==> config.mk <==
export PLATFORM = sky130hd
export DESIGN_NAME = uart_frame_parser_flat
export DESIGN_NICKNAME = d
export VERILOG_FILES = /design/src/rtl/uart_frame_parser_if.sv /design/src/rtl/uart_frame_parser.sv /design/src/flat_wrapper.sv
export SDC_FILE = /design/constraint.sdc
export NUM_CORES = 1
export LEC_CHECK = 0
export BUFFER_PORTS_ARGS = -buffer_cell sky130_fd_sc_hd__buf_2
export CORE_ASPECT_RATIO = 1.25
export CORE_MARGIN = 3
export CORE_UTILIZATION = 55
export DETAILED_ROUTE_END_ITERATION = 8
export PLACE_DENSITY = 0.7
export SYNTH_ARGS = -nofsm -noshare
export SYNTH_HDL_FRONTEND = slang
export SYNTH_SLANG_ARGS = --single-unit
==> constraint.sdc <==
create_clock -name CLK -period 3.8 [get_ports CLK]
set_input_delay 0.76 -clock CLK [delete_from_list [all_inputs] [get_ports CLK]]
set_output_delay 0.76 -clock CLK [all_outputs]
set_load 0.005 [all_outputs]
==> src/rtl/uart_frame_parser_if.sv <==
// Receive-strobe, payload-stream and status signals of uart_frame_parser.
// The parser uses the slave modport; the UART side and core side together act as master.
interface uart_frame_parser_if;
  logic       RX_VALID;
  logic [7:0] RX_DATA;
  logic       OUT_VALID;
  logic       OUT_READY;
  logic [7:0] OUT_DATA;
  logic       OUT_LAST;
  logic       FRAME_OK;
  logic       FRAME_ERR;
  logic [1:0] ERR_CODE;
  logic       OVERRUN;

  modport slave (
    input  RX_VALID, RX_DATA, OUT_READY,
    output OUT_VALID, OUT_DATA, OUT_LAST, FRAME_OK, FRAME_ERR, ERR_CODE, OVERRUN
  );

  modport master (
    output RX_VALID, RX_DATA, OUT_READY,
    input  OUT_VALID, OUT_DATA, OUT_LAST, FRAME_OK, FRAME_ERR, ERR_CODE, OVERRUN
  );
endinterface

==> src/rtl/uart_frame_parser.sv <==
// Store-and-forward parser for SOF/LEN/payload/checksum frames from a UART receiver.
// Optional inter-byte idle timeout: define UART_FRAME_TIMEOUT_EN.
module uart_frame_parser #(
  parameter logic [7:0]  SOF_BYTE       = 8'hAA,
  parameter int unsigned MAX_PAYLOAD    = 16,
  parameter int unsigned TIMEOUT_CLOCKS = 17360
) (
  input logic                CLK,
  input logic                RESET,
  uart_frame_parser_if.slave bus
);
  localparam int         PTR_W    = (MAX_PAYLOAD > 1) ? $clog2(MAX_PAYLOAD) : 1;
  localparam logic [7:0] MAX_LEN  = 8'(MAX_PAYLOAD);
  localparam logic [1:0] ERR_LEN  = 2'b01;
  localparam logic [1:0] ERR_CSUM = 2'b10;

  if (MAX_PAYLOAD == 0 || MAX_PAYLOAD > 255 ||
      TIMEOUT_CLOCKS == 0 || TIMEOUT_CLOCKS > 65535) begin : g_bad_params
    $error("uart_frame_parser: MAX_PAYLOAD or TIMEOUT_CLOCKS out of range");
  end

  typedef enum logic [2:0] {S_IDLE, S_LEN, S_PAYLOAD, S_CSUM, S_DRAIN} state_t;

  state_t           state_q, state_d;
  logic [PTR_W-1:0] len_m1_q, len_m1_d;
  logic [PTR_W-1:0] wr_ptr_q, wr_ptr_d;
  logic [PTR_W-1:0] rd_ptr_q, rd_ptr_d;
  logic [7:0]       sum_q, sum_d;
  logic             frame_ok_q, frame_ok_d;
  logic             frame_err_q, frame_err_d;
  logic [1:0]       err_code_q, err_code_d;
  logic             overrun_q, overrun_d;
  logic             buf_we;
  logic             timeout_hit;
  logic [7:0]       buf_q [MAX_PAYLOAD];

`ifdef UART_FRAME_TIMEOUT_EN
  localparam logic [15:0] TO_LAST     = 16'(TIMEOUT_CLOCKS - 1);
  localparam logic [1:0]  ERR_TIMEOUT = 2'b11;

  logic [15:0] idle_cnt_q, idle_cnt_d;
  logic        in_frame;

  // Counter only runs while a frame is partially received; any byte restarts it.
  assign in_frame    = (state_q == S_LEN) || (state_q == S_PAYLOAD) || (state_q == S_CSUM);
  assign timeout_hit = in_frame && !bus.RX_VALID && (idle_cnt_q == TO_LAST);

  always_comb begin
    idle_cnt_d = '0;
    if (in_frame && !bus.RX_VALID && !timeout_hit) idle_cnt_d = idle_cnt_q + 16'd1;
  end

  always_ff @(posedge CLK or posedge RESET) begin
    if (RESET) idle_cnt_q <= '0;
    else       idle_cnt_q <= idle_cnt_d;
  end
`else
  assign timeout_hit = 1'b0;
`endif

  always_comb begin
    state_d     = state_q;
    len_m1_d    = len_m1_q;
    wr_ptr_d    = wr_ptr_q;
    rd_ptr_d    = rd_ptr_q;
    sum_d       = sum_q;
    buf_we      = 1'b0;
    frame_ok_d  = 1'b0;
    frame_err_d = 1'b0;
    err_code_d  = err_code_q;
    overrun_d   = 1'b0;

    unique case (state_q)
      S_IDLE: begin
        if (bus.RX_VALID && bus.RX_DATA == SOF_BYTE) state_d = S_LEN;
      end
      S_LEN: begin
        if (bus.RX_VALID) begin
          if (bus.RX_DATA == 8'd0 || bus.RX_DATA > MAX_LEN) begin
            frame_err_d = 1'b1;
            err_code_d  = ERR_LEN;
            state_d     = S_IDLE;
          end else begin
            len_m1_d = PTR_W'(bus.RX_DATA - 8'd1);
            sum_d    = bus.RX_DATA;
            wr_ptr_d = '0;
            state_d  = S_PAYLOAD;
          end
        end
      end
      S_PAYLOAD: begin
        if (bus.RX_VALID) begin
          buf_we = 1'b1;
          sum_d  = sum_q + bus.RX_DATA;
          if (wr_ptr_q == len_m1_q) state_d = S_CSUM;
          else                      wr_ptr_d = wr_ptr_q + PTR_W'(1);
        end
      end
      S_CSUM: begin
        if (bus.RX_VALID) begin
          if (8'(sum_q + bus.RX_DATA) == 8'd0) begin
            frame_ok_d = 1'b1;
            rd_ptr_d   = '0;
            state_d    = S_DRAIN;
          end else begin
            frame_err_d = 1'b1;
            err_code_d  = ERR_CSUM;
            state_d     = S_IDLE;
          end
        end
      end
      S_DRAIN: begin
        // No RX backpressure: anything arriving now is lost and flagged.
        if (bus.RX_VALID) overrun_d = 1'b1;
        if (bus.OUT_READY) begin
          if (rd_ptr_q == len_m1_q) state_d = S_IDLE;
          else                      rd_ptr_d = rd_ptr_q + PTR_W'(1);
        end
      end
      default: state_d = S_IDLE;
    endcase

`ifdef UART_FRAME_TIMEOUT_EN
    if (timeout_hit) begin
      frame_err_d = 1'b1;
      err_code_d  = ERR_TIMEOUT;
      state_d     = S_IDLE;
    end
`endif
  end

  always_ff @(posedge CLK or posedge RESET) begin
    if (RESET) begin
      state_q     <= S_IDLE;
      len_m1_q    <= '0;
      wr_ptr_q    <= '0;
      rd_ptr_q    <= '0;
      sum_q       <= '0;
      frame_ok_q  <= 1'b0;
      frame_err_q <= 1'b0;
      err_code_q  <= '0;
      overrun_q   <= 1'b0;
    end else begin
      state_q     <= state_d;
      len_m1_q    <= len_m1_d;
      wr_ptr_q    <= wr_ptr_d;
      rd_ptr_q    <= rd_ptr_d;
      sum_q       <= sum_d;
      frame_ok_q  <= frame_ok_d;
      frame_err_q <= frame_err_d;
      err_code_q  <= err_code_d;
      overrun_q   <= overrun_d;
    end
  end

  // Payload storage carries no reset; it is only read back after being written.
  always_ff @(posedge CLK) begin
    if (buf_we) buf_q[wr_ptr_q] <= bus.RX_DATA;
  end

  assign bus.OUT_VALID = (state_q == S_DRAIN);
  assign bus.OUT_DATA  = bus.OUT_VALID ? buf_q[rd_ptr_q] : 8'd0;
  assign bus.OUT_LAST  = bus.OUT_VALID && (rd_ptr_q == len_m1_q);
  assign bus.FRAME_OK  = frame_ok_q;
  assign bus.FRAME_ERR = frame_err_q;
  assign bus.ERR_CODE  = err_code_q;
  assign bus.OVERRUN   = overrun_q;
endmodule
==> src/flat_wrapper.sv <==
// flat-port wrapper written by rule: the top's interface ports become plain ports
module uart_frame_parser_flat 
#(
  parameter logic [7:0]  SOF_BYTE       = 8'hAA,
  parameter int unsigned MAX_PAYLOAD    = 16,
  parameter int unsigned TIMEOUT_CLOCKS = 17360
)
  (CLK, RESET, bus_RX_VALID, bus_RX_DATA, bus_OUT_READY, bus_OUT_VALID, bus_OUT_DATA, bus_OUT_LAST, bus_FRAME_OK, bus_FRAME_ERR, bus_ERR_CODE, bus_OVERRUN);
  uart_frame_parser_if bus_i ();
  input logic CLK;
  input logic RESET;
  input wire logic [$bits(bus_i.RX_VALID)-1:0] bus_RX_VALID;
  input wire logic [$bits(bus_i.RX_DATA)-1:0] bus_RX_DATA;
  input wire logic [$bits(bus_i.OUT_READY)-1:0] bus_OUT_READY;
  output wire logic [$bits(bus_i.OUT_VALID)-1:0] bus_OUT_VALID;
  output wire logic [$bits(bus_i.OUT_DATA)-1:0] bus_OUT_DATA;
  output wire logic [$bits(bus_i.OUT_LAST)-1:0] bus_OUT_LAST;
  output wire logic [$bits(bus_i.FRAME_OK)-1:0] bus_FRAME_OK;
  output wire logic [$bits(bus_i.FRAME_ERR)-1:0] bus_FRAME_ERR;
  output wire logic [$bits(bus_i.ERR_CODE)-1:0] bus_ERR_CODE;
  output wire logic [$bits(bus_i.OVERRUN)-1:0] bus_OVERRUN;
  assign bus_i.RX_VALID = bus_RX_VALID;
  assign bus_i.RX_DATA = bus_RX_DATA;
  assign bus_i.OUT_READY = bus_OUT_READY;
  assign bus_OUT_VALID = bus_i.OUT_VALID;
  assign bus_OUT_DATA = bus_i.OUT_DATA;
  assign bus_OUT_LAST = bus_i.OUT_LAST;
  assign bus_FRAME_OK = bus_i.FRAME_OK;
  assign bus_FRAME_ERR = bus_i.FRAME_ERR;
  assign bus_ERR_CODE = bus_i.ERR_CODE;
  assign bus_OVERRUN = bus_i.OVERRUN;
  uart_frame_parser #(.SOF_BYTE(SOF_BYTE), .MAX_PAYLOAD(MAX_PAYLOAD), .TIMEOUT_CLOCKS(TIMEOUT_CLOCKS)) u_core (.CLK(CLK), .RESET(RESET), .bus(bus_i));
endmodule
==> metrics.yaml, run 1 <==
grt:
  grt_max_degree: 32
  grt_usage: 0.214
  first_global_vias: 3726
  grt_first_pass_wirelength_mm: 21.0
  gr-total-overflow: 0
  grt_antenna_before_repair: 0
yosys:
  synth_cells: 399
  synth_async_sr_flop_share: 0.179
  syn_nets: 426
  seq_area_frac_synth: 0.672
  synth_warnings: 0
  syn_area_um2: 6760
  yosysTopAreaCell: "edfxtp_1"
  synth_ff_type: "edfxtp_1"
  synth-edff-count: 128
  synthDistinctLibCells: 43
  syn_area_per_cell_um2: 16.9
  synth_top_area_share: 0.569
  synthTopCellsByArea: "edfxtp_1, mux4_2, dfrtp_1"
  synth_seq_cells: 156
worst_setup_path:
  crit_chain: "buf_12 -> mux4_2 -> mux4_2 -> and2_1 -> buf_2"
  arrival_ps: 2600
  critPathMaxFanout: 31
  crit_end: "bus_OUT_DATA[2]"
  r2r_start: "u_core.sum_q[0]"
  r2r-end: "u_core.rd_ptr_q[0]"
  worstPathRequired_ps: 3040
  slowest_stage: "mux4_2"
  setup.worst_path.start: "u_core.rd_ptr_q[0]"
  cpPeakStageDelay_ps: 590
  critPathMostFrequentCell: "mux4_2"
  r2r_setup_slack_ps: 1130
  reg2regPathDepth: 9
  worstSetupStartpointType: "flip-flop"
  criticalPathCategory: "flip-flop to output port"
  crit_path_end_kind: "output port"
sta:
  setup_tns_ps: 0
  slew_viol_final: 0
  clock_skew_ps: 12.6
  rsz0062_at_grt: "no"
  tightest_slew_ps: 1080
  slew_headroom: 0.281
  hold_violations: 0
  finalSetupViolCount: 0
  finalCriticalPeriod_ps: 3360
  fin_crit_sh: 0.884
  fmax_mhz: 298
routing:
  drt_iter0_drc: 243
  drt_wl_total_mm: 13.3
  wl_per_cell_um: 21.9
  vias: 3538
  drtAntennaViolNets: 0
  maxUsedRoutingLayer: "met4"
  firstDrtPassIters: 4
  wl_met2_mm: 6.96
  vias_per_cell: 5.81
  wl_met3_um: 838
  drcViolationCount: 0
  met1_length_mm: 5.35
clocking:
  cts_resized: 0
  insertion_delay_ps: 420
  post-cts-setup-buffers: 0
  cts-buffers-inserted: 17
  cts_tree: "yes"
  clock_path_buffers: 2
  cts_hold_buf: 0
  clkTransAtPathRegs_ps: 60
  cts.sinks: 156
  cts_root_buf: "clkbuf_16"
  htreeDepth: 4
cells_and_area:
  n_antenna_cell: 0
  seqCellArea_um2: 4550
  fillers: 831
  drive_gt1_frac: 0.259
  area_growth_pct: 13.7
  utilization: 0.649
  fin_nets: 464
  finalInstanceArea_um2: 7680
  multi_input_area_um2: 2120
placed_design:
  placed_area_um2: 7100
  place_congestion: 0.823
  place_hpwl_mm: 8.84
  io_buffers: 26
power_and_ir_drop:
  p_total_w: 0.00409
  power.leakage_nw: 2.81
  pwr_density_cell_nw_per_um2: 533
  peakVddDrop_v: 0.000251
die:
  num_io_pins: 27
  start_util: 0.571
  dieArea_um2: 13700
  core-area_um2: 11800
  rows: 44
  chipHeight_um: 130
  die_w_um: 105
job:
  drv_cap: 0
outcome:
  status: "finished, final reports clean"
min_path:
  hp-class: "flip-flop to flip-flop"
==> flip-flops by register name, summed over array words and instances, names as in the netlist, 2 cells and up <==
register	flops
u_core.wr_ptr_q	4
u_core.state_q	3
u_core.bus.ERR_CODE	2
u_core.buf_q	128
u_core.rd_ptr_q	4
u_core.len_m1_q	4
u_core.sum_q	8
==> area by class of cell <==
cell class                 instances  area share
timing repair buffer              33      0.0270
clock buffer                      18      0.0559
multi-input combinational        221       0.276
clock inverter                    12      0.0195
inverter                           8     0.00391
tap                              161      0.0262
sequential                       156       0.592
==> layer usage <==
metal / vias to the layer above / track usage
li1: 1617 / -
met1: 1802 / 0.277
met2: 105 / 0.360
met3: 14 / 0.0475
met4: 0 / 0.0795
met5: - / 0
==> cell usage in the layout, fill, tap and decap left out, types with 14 or more instances in the layout <==
cell and n:
nor2_1 25, a21oi_1 15, buf_2 26, dfrtp_1 27, xor2_1 14, nand2_1 25, clkbuf_16 17, and2_1 24
mux4_2 40, edfxtp_1 128, ha_1 14
==> synthesized netlist by cell type (2+ instances only) <==
| cell type | number |
|---|---|
| buf_2 | 3 |
| edfxtp_1 | 128 |
| a21oi_1 | 15 |
| nor4_1 | 4 |
| mux4_2 | 40 |
| inv_1 | 7 |
| mux2i_1 | 5 |
| clkbuf_1 | 6 |
| buf_4 | 4 |
| mux2_2 | 4 |
| and3_1 | 7 |
| xnor2_1 | 6 |
| xor2_1 | 14 |
| o21ai_0 | 7 |
| nor3_1 | 5 |
| a211oi_2 | 2 |
| dfrtp_1 | 28 |
| nand2_1 | 25 |
| nor2_1 | 25 |
| and2_1 | 24 |
| nand3_1 | 4 |
| ha_1 | 14 |
| a22o_1 | 2 |
==> cells by family after synthesis <==
group	synth area share
flip-flops	0.672
AO/OA/AOI/OAI	0.0322
AND/OR/NAND/NOR	0.0763
buffers and inverters	0.0150
adder cells (fa/ha/maj)	0.0289
multiplexers	0.150
XOR/XNOR	0.0259
==> worst max-delay path: cells and delay by family, from the launching register on <==
kind | cells | cell delay, ps
buf+inv | 2 | 400
flops | 1 | 480
mux | 2 | 1080
simple gates | 1 | 180
==> metrics by stage <==
step,cells,hold slack [ps],worst slack (ps)
after floorplan,399,473,935
after global placement,579,480,500
after detailed placement,579,486,488
after CTS,609,503,420
after global routing,609,551,362
final,609,501,442
==> report_power, final <==
group          internal (W)  switching (W)  total, W
Sequential          0.00187      0.0000306   0.00190
Clock               0.00102       0.000632   0.00165
Combinational      0.000293       0.000247  0.000540
==> worst min path at each step <==
stage                            from                endpoint  slack, ps  cells after the start
6_report       u_core.bus.ERR_CODE[0]  u_core.bus.ERR_CODE[0]        500                      2
5_1_grt               u_core.sum_q[6]         u_core.sum_q[6]        550                      2
4_1_cts        u_core.bus.ERR_CODE[0]  u_core.bus.ERR_CODE[0]        500                      2
3_5_place_dp   u_core.bus.ERR_CODE[0]  u_core.bus.ERR_CODE[0]        490                      2
3_3_place_gp   u_core.bus.ERR_CODE[0]  u_core.bus.ERR_CODE[0]        480                      2
2_1_floorplan         u_core.sum_q[6]         u_core.sum_q[6]        470                      2
(Power assumes the default switching activity.)
==> run 2, diff against run 1 <==
CELL_PAD_IN_SITES_DETAIL_PLACEMENT = 1   (was unset)
CELL_PAD_IN_SITES_GLOBAL_PLACEMENT = 2   (was unset)
CORE_UTILIZATION = 50   (was 55)
GPL_ROUTABILITY_DRIVEN = 0   (was unset)
PLACE_DENSITY = 0.82   (was 0.7)
==> run 2 against run 1 <==
Against the previous run:
- critical path depth did not move
- global-route usage rose by 1.4 points
- combinational power rose by 8.3%
- register-to-register slack got worse by 50 ps
- total power fell by 0.90%
- wire length rose by 16%
- first-iteration DRC count fell by 17%
- final cell count rose by 2.5%
- die area rose by 9.5%
- setup slack improved by 130 ps
- clock-buffer cell count fell by 1
- clock skew fell by 4.5 ps
- critical path type unchanged
- largest cell class unchanged
- highest routed layer unchanged
==> metrics.yaml, run 2 (synthesized netlist as in run 1, its figures left out) <==
outcome:
  status: "finished, final reports clean"
placed_design:
  io_buffers: 26
  placed_area_um2: 7140
  pre_cts_slack_ps: 516
  place_hpwl_mm: 10.3
routing:
  vias_per_cell: 5.79
  drt_iter0_drc: 201
  wl_per_cell_um: 24.8
  drcViolationCount: 0
  drtAntennaViolNets: 0
  drt_wl_total_mm: 15.5
  firstDrtPassIters: 4
  vias: 3611
min_path:
  hp-class: "input pin to asynchronous set/reset pin"
worst_setup_path:
  slowest_stage: "mux4_2"
  path_buf_inv: 2
  criticalPathCategory: "flip-flop to output port"
  critPathMostFrequentCell: "mux4_2"
  critPathMaxFanout: 36
  r2r_setup_slack_ps: 1080
  worst_path_dominant_cell_family: "multiplexers"
  arrival_ps: 2460
  cp.depth: 5
  worstSetupStartpointType: "flip-flop"
  cpPeakStageDelay_ps: 600
  worstPathRequired_ps: 3040
  crit_end: "bus_OUT_DATA[7]"
  r2r-end: "u_core.rd_ptr_q[0]"
  setup.worst_path.start: "u_core.rd_ptr_q[0]"
  reg2regPathDepth: 9
  crit_path_end_kind: "output port"
  crit_chain: "buf_12 -> mux4_2 -> mux4_2 -> and2_1 -> buf_2"
  r2r_start: "u_core.sum_q[0]"
sta:
  finalCriticalPeriod_ps: 3220
  slew_viol_final: 0
  fin_crit_sh: 0.849
  finalSetupViolCount: 0
  setup_tns_ps: 0
  hold_violations: 0
  tightest_slew_ps: 665
  rsz0062_at_grt: "no"
  setup_ws_ps: 575
  clock_skew_ps: 8.01
  slew_headroom: 0.557
  fmax_mhz: 310
clocking:
  clock_path_buffers: 2
  cts_resized: 0
  clkTransAtPathRegs_ps: 60
  cts_root_buf: "clkbuf_16"
  cts_tree: "yes"
  cts_hold_buf: 0
  insertion_delay_ps: 410
  cts-buffers-inserted: 17
  post-cts-setup-buffers: 0
  htreeDepth: 4
  cts.sinks: 156
die:
  num_io_pins: 27
  core-area_um2: 12900
  chipHeight_um: 136
  rows: 46
  die_w_um: 110
  dieArea_um2: 15000
  start_util: 0.522
power_and_ir_drop:
  power.leakage_nw: 2.82
  pwr_density_cell_nw_per_um2: 527
  peakVddDrop_v: 0.000265
  p_total_w: 0.00406
grt:
  grt_usage: 0.228
  grt_first_pass_wirelength_mm: 23.9
  grt_antenna_before_repair: 0
  gr-total-overflow: 0
  first_global_vias: 3931
  grt_max_degree: 37
cells_and_area:
  area_growth_pct: 13.9
  max_flop_register: "u_core.buf_q"
  biggestRegsByFlops: "u_core.buf_q x128, u_core.sum_q x8"
  largest_register_ffs: 128
  final_common_cell: "edfxtp_1"
  fin_nets: 470
  fillers: 1184
  finalInstanceArea_um2: 7700
  layout_common_cells: "edfxtp_1, mux4_2, dfrtp_1"
  n_antenna_cell: 0
  drive_gt1_frac: 0.272
job:
  drv_cap: 0
[run 2: area by class of cell]
cell class | count | area [um2] | share of cell area
Clock buffer | 17 | 425 | 0.0553
Clock inverter | 15 | 131 | 0.0171
Inverter | 8 | 30.0 | 0.00390
Multi-Input combinational cell | 221 | 2110 | 0.275
Sequential cell | 156 | 4550 | 0.591
Tap cell | 168 | 210 | 0.0273
Timing Repair Buffer | 39 | 240 | 0.0312
[run 2: worst min-delay path by stage]
stage                             end                    from  cells past startpoint  slack (ps)
2_1_floorplan         u_core.sum_q[6]         u_core.sum_q[6]                      2         470
3_3_place_gp   u_core.bus.ERR_CODE[0]  u_core.bus.ERR_CODE[0]                      2         480
3_5_place_dp   u_core.bus.ERR_CODE[0]  u_core.bus.ERR_CODE[0]                      2         510
4_1_cts               u_core.sum_q[3]                   RESET                      3         420
5_1_grt               u_core.sum_q[4]                   RESET                      3         440
6_report              u_core.sum_q[7]                   RESET                      3         420
[run 2: power by group]
group / switching, W / internal, W / total, W
Sequential: 0.0000205 / 0.00187 / 0.00189
Combinational: 0.000289 / 0.000296 / 0.000585
Clock: 0.000723 / 0.000859 / 0.00158
[run 2: worst min-delay path: stages]
cell and delay [ps]:
buf_2 90, inv_1 40, buf_4 350
[run 2: through the flow]
step	hold slack, ps	cells	utilization
after CTS	422	624	0.594
after floorplan	473	399	-
after detailed placement	511	592	0.551
after global placement	481	592	0.551
final	419	624	0.594
after global routing	437	624	0.594
[run 2: routing by layer]
layer	vias to the layer above	track usage	wire [um]
li1	1625	-	-
met1	1894	0.287	6360
met2	75	0.400	8480
met3	17	0.0451	407
met4	0	0.0644	248
met5	-	0	0
==> run 3, diff against run 2 <==
CORE_UTILIZATION = 46   (was 50)
PLACE_DENSITY = 0.76   (was 0.82)
clock period = 3 ns   (was 3.8 ns; I/O delays follow)
==> run 3 against run 2 <==
Against the previous run:
- worst hold slack got worse by 96 ps
- clock skew decreased by 0.78 ps
- the flow now finishes with violations (negative setup slack)
- die area grew 8.3%
- non-clock buffer count grew 6
- largest power group unchanged
- first-iteration DRC count rose by 27%
- via count shrank 0.94%
- core utilization decreased by 3.5 points
- wire length decreased by 0.68%
- total power up 36%
- largest cell class unchanged
- clock power rose by 47%
- global-route usage is 2.2 points lower
==> metrics.yaml, run 3 (synthesized netlist as in run 1, its figures left out) <==
die:
  num_io_pins: 27
  die_w_um: 114
  chipHeight_um: 142
  dieArea_um2: 16200
  core-area_um2: 14100
  rows: 48
  start_util: 0.479
grt:
  grt_max_degree: 29
  first_global_vias: 3985
  grt_usage: 0.206
  gr-total-overflow: 0
  grt_antenna_before_repair: 0
  grt_first_pass_wirelength_mm: 24.1
clocking:
  htreeDepth: 4
  clkTransAtPathRegs_ps: 70
  cts-buffers-inserted: 17
  cts_tree: "yes"
  cts.sinks: 156
  insertion_delay_ps: 420
  clock_path_buffers: 2
  cts_root_buf: "clkbuf_16"
routing:
  vias: 3577
  drt_wl_total_mm: 15.4
  drtAntennaViolNets: 0
  firstDrtPassIters: 4
  drt_iter0_drc: 256
  drcViolationCount: 0
  wl_per_cell_um: 24.2
  vias_per_cell: 5.62
sta:
  slew_viol_final: 0
  hold_violations: 0
  setup_ws_ps: -22.0
  fin_crit_sh: 1.01
  finalSetupViolCount: 4
  rsz0062_at_grt: "yes"
  finalCriticalPeriod_ps: 3020
  slew_headroom: 0.458
  fmax_mhz: 331
  tightest_slew_ps: 812
  clock_skew_ps: 7.23
cells_and_area:
  drive_gt1_frac: 0.292
  fin_nets: 476
  fillers: 1289
  biggestRegsByFlops: "u_core.buf_q x128, u_core.sum_q x8"
  largest_register_ffs: 128
  max_flop_register: "u_core.buf_q"
  area_growth_pct: 16.9
  stdcell_count: 637
  layout_common_cells: "edfxtp_1, mux4_2, dfrtp_1"
  n_antenna_cell: 0
  final_common_cell: "edfxtp_1"
  finalInstanceArea_um2: 7900
placed_design:
  placed_area_um2: 7220
  place_hpwl_mm: 10.5
  pre_cts_slack_ps: -39.4
  io_buffers: 26
  place_inst: 604
outcome:
  failed_checks: "negative setup slack"
  status: "complete, but fails checks"
power_and_ir_drop:
  p_total_w: 0.00551
  pwr_density_cell_nw_per_um2: 698
  power.leakage_nw: 2.90
  peakVddDrop_v: 0.000529
worst_setup_path:
  worstSetupStartpointType: "flip-flop"
  arrival_ps: 2420
  criticalPathCategory: "flip-flop to output port"
  worstPathRequired_ps: 2400
  critPathMaxFanout: 16
  crit_path_end_kind: "output port"
min_path:
  hp-class: "input pin to asynchronous set/reset pin"
job:
  drv_cap: 0
## run 3: cell types whose count changed in the layout (fill, tap and decap cells not counted), sizes merged
cell	before	now
bufinv	0	4
inv	16	13
clkinvlp	3	2
buf	39	45
## run 3: layer usage
layer  global-route usage  up-vias  wire, um
met2                0.350       64      8260
met3               0.0384       15       467
met4               0.0744        0       316
met1                0.265     1862      6350
met5                    0        -         0
li1                     -     1636         -
## run 3: worst paths after layout
| check | startpoint | endpoint | slack, ps | cells after the start |
|---|---|---|---|---|
| worst min-delay path | RESET | u_core.state_q[0] | 320 | 2 |
| worst max register to register | u_core.sum_q[0] | u_core.rd_ptr_q[0] | 320 | 9 |
| max in group asynchronous | RESET | u_core.len_m1_q[1] | 2040 | 3 |
| worst max-delay path | u_core.rd_ptr_q[0] | bus_OUT_DATA[2] | -20 | 5 |
| min in group CLK | u_core.bus.ERR_CODE[0] | u_core.bus.ERR_CODE[0] | 500 | 2 |
| worst min register to register | u_core.bus.ERR_CODE[0] | u_core.bus.ERR_CODE[0] | 500 | 2 |
## run 3: area by class of cell
class,instances,area (um2),share of cell area
clock buffer,17,425,0.0538
clock inverter,15,211,0.0268
inverter,8,30.0,0.00380
multi-input combinational,221,2130,0.270
sequential,156,4550,0.575
tap,175,219,0.0277
timing repair buffer,45,339,0.0429
## run 3: per-stage QoR
step	util	hold WS (ps)	TNS, ps
2_1_floorplan	-	473	0
3_5_place_dp	0.511	492	-44.7
4_1_cts	0.557	345	-317
5_1_grt	0.560	393	-560
6_report	0.560	322	-56.3
3_3_place_gp	0.511	487	0
## run 3: power breakdown
group	total [W]	switching, W	internal (W)	leakage, nW
Combinational	0.000792	0.000373	0.000420	1.07
Sequential	0.00240	0.0000350	0.00237	1.53
Clock	0.00232	0.000907	0.00141	0.304
Total	0.00551	0.00131	0.00420	2.90
## run 3: critical path: stages (launching register included)
cell and delay, ps:
dfrtp_2 480, buf_12 210, mux4_2 550, mux4_2 470
and2_4 170, buf_6 100
## run 3: what timing repair did
item,in CTS,in global routing
hold buffers,0,0
gates resized for setup,2,7
pin swaps,0,0
setup buffers,1,0
setup endpoints to repair,8,8
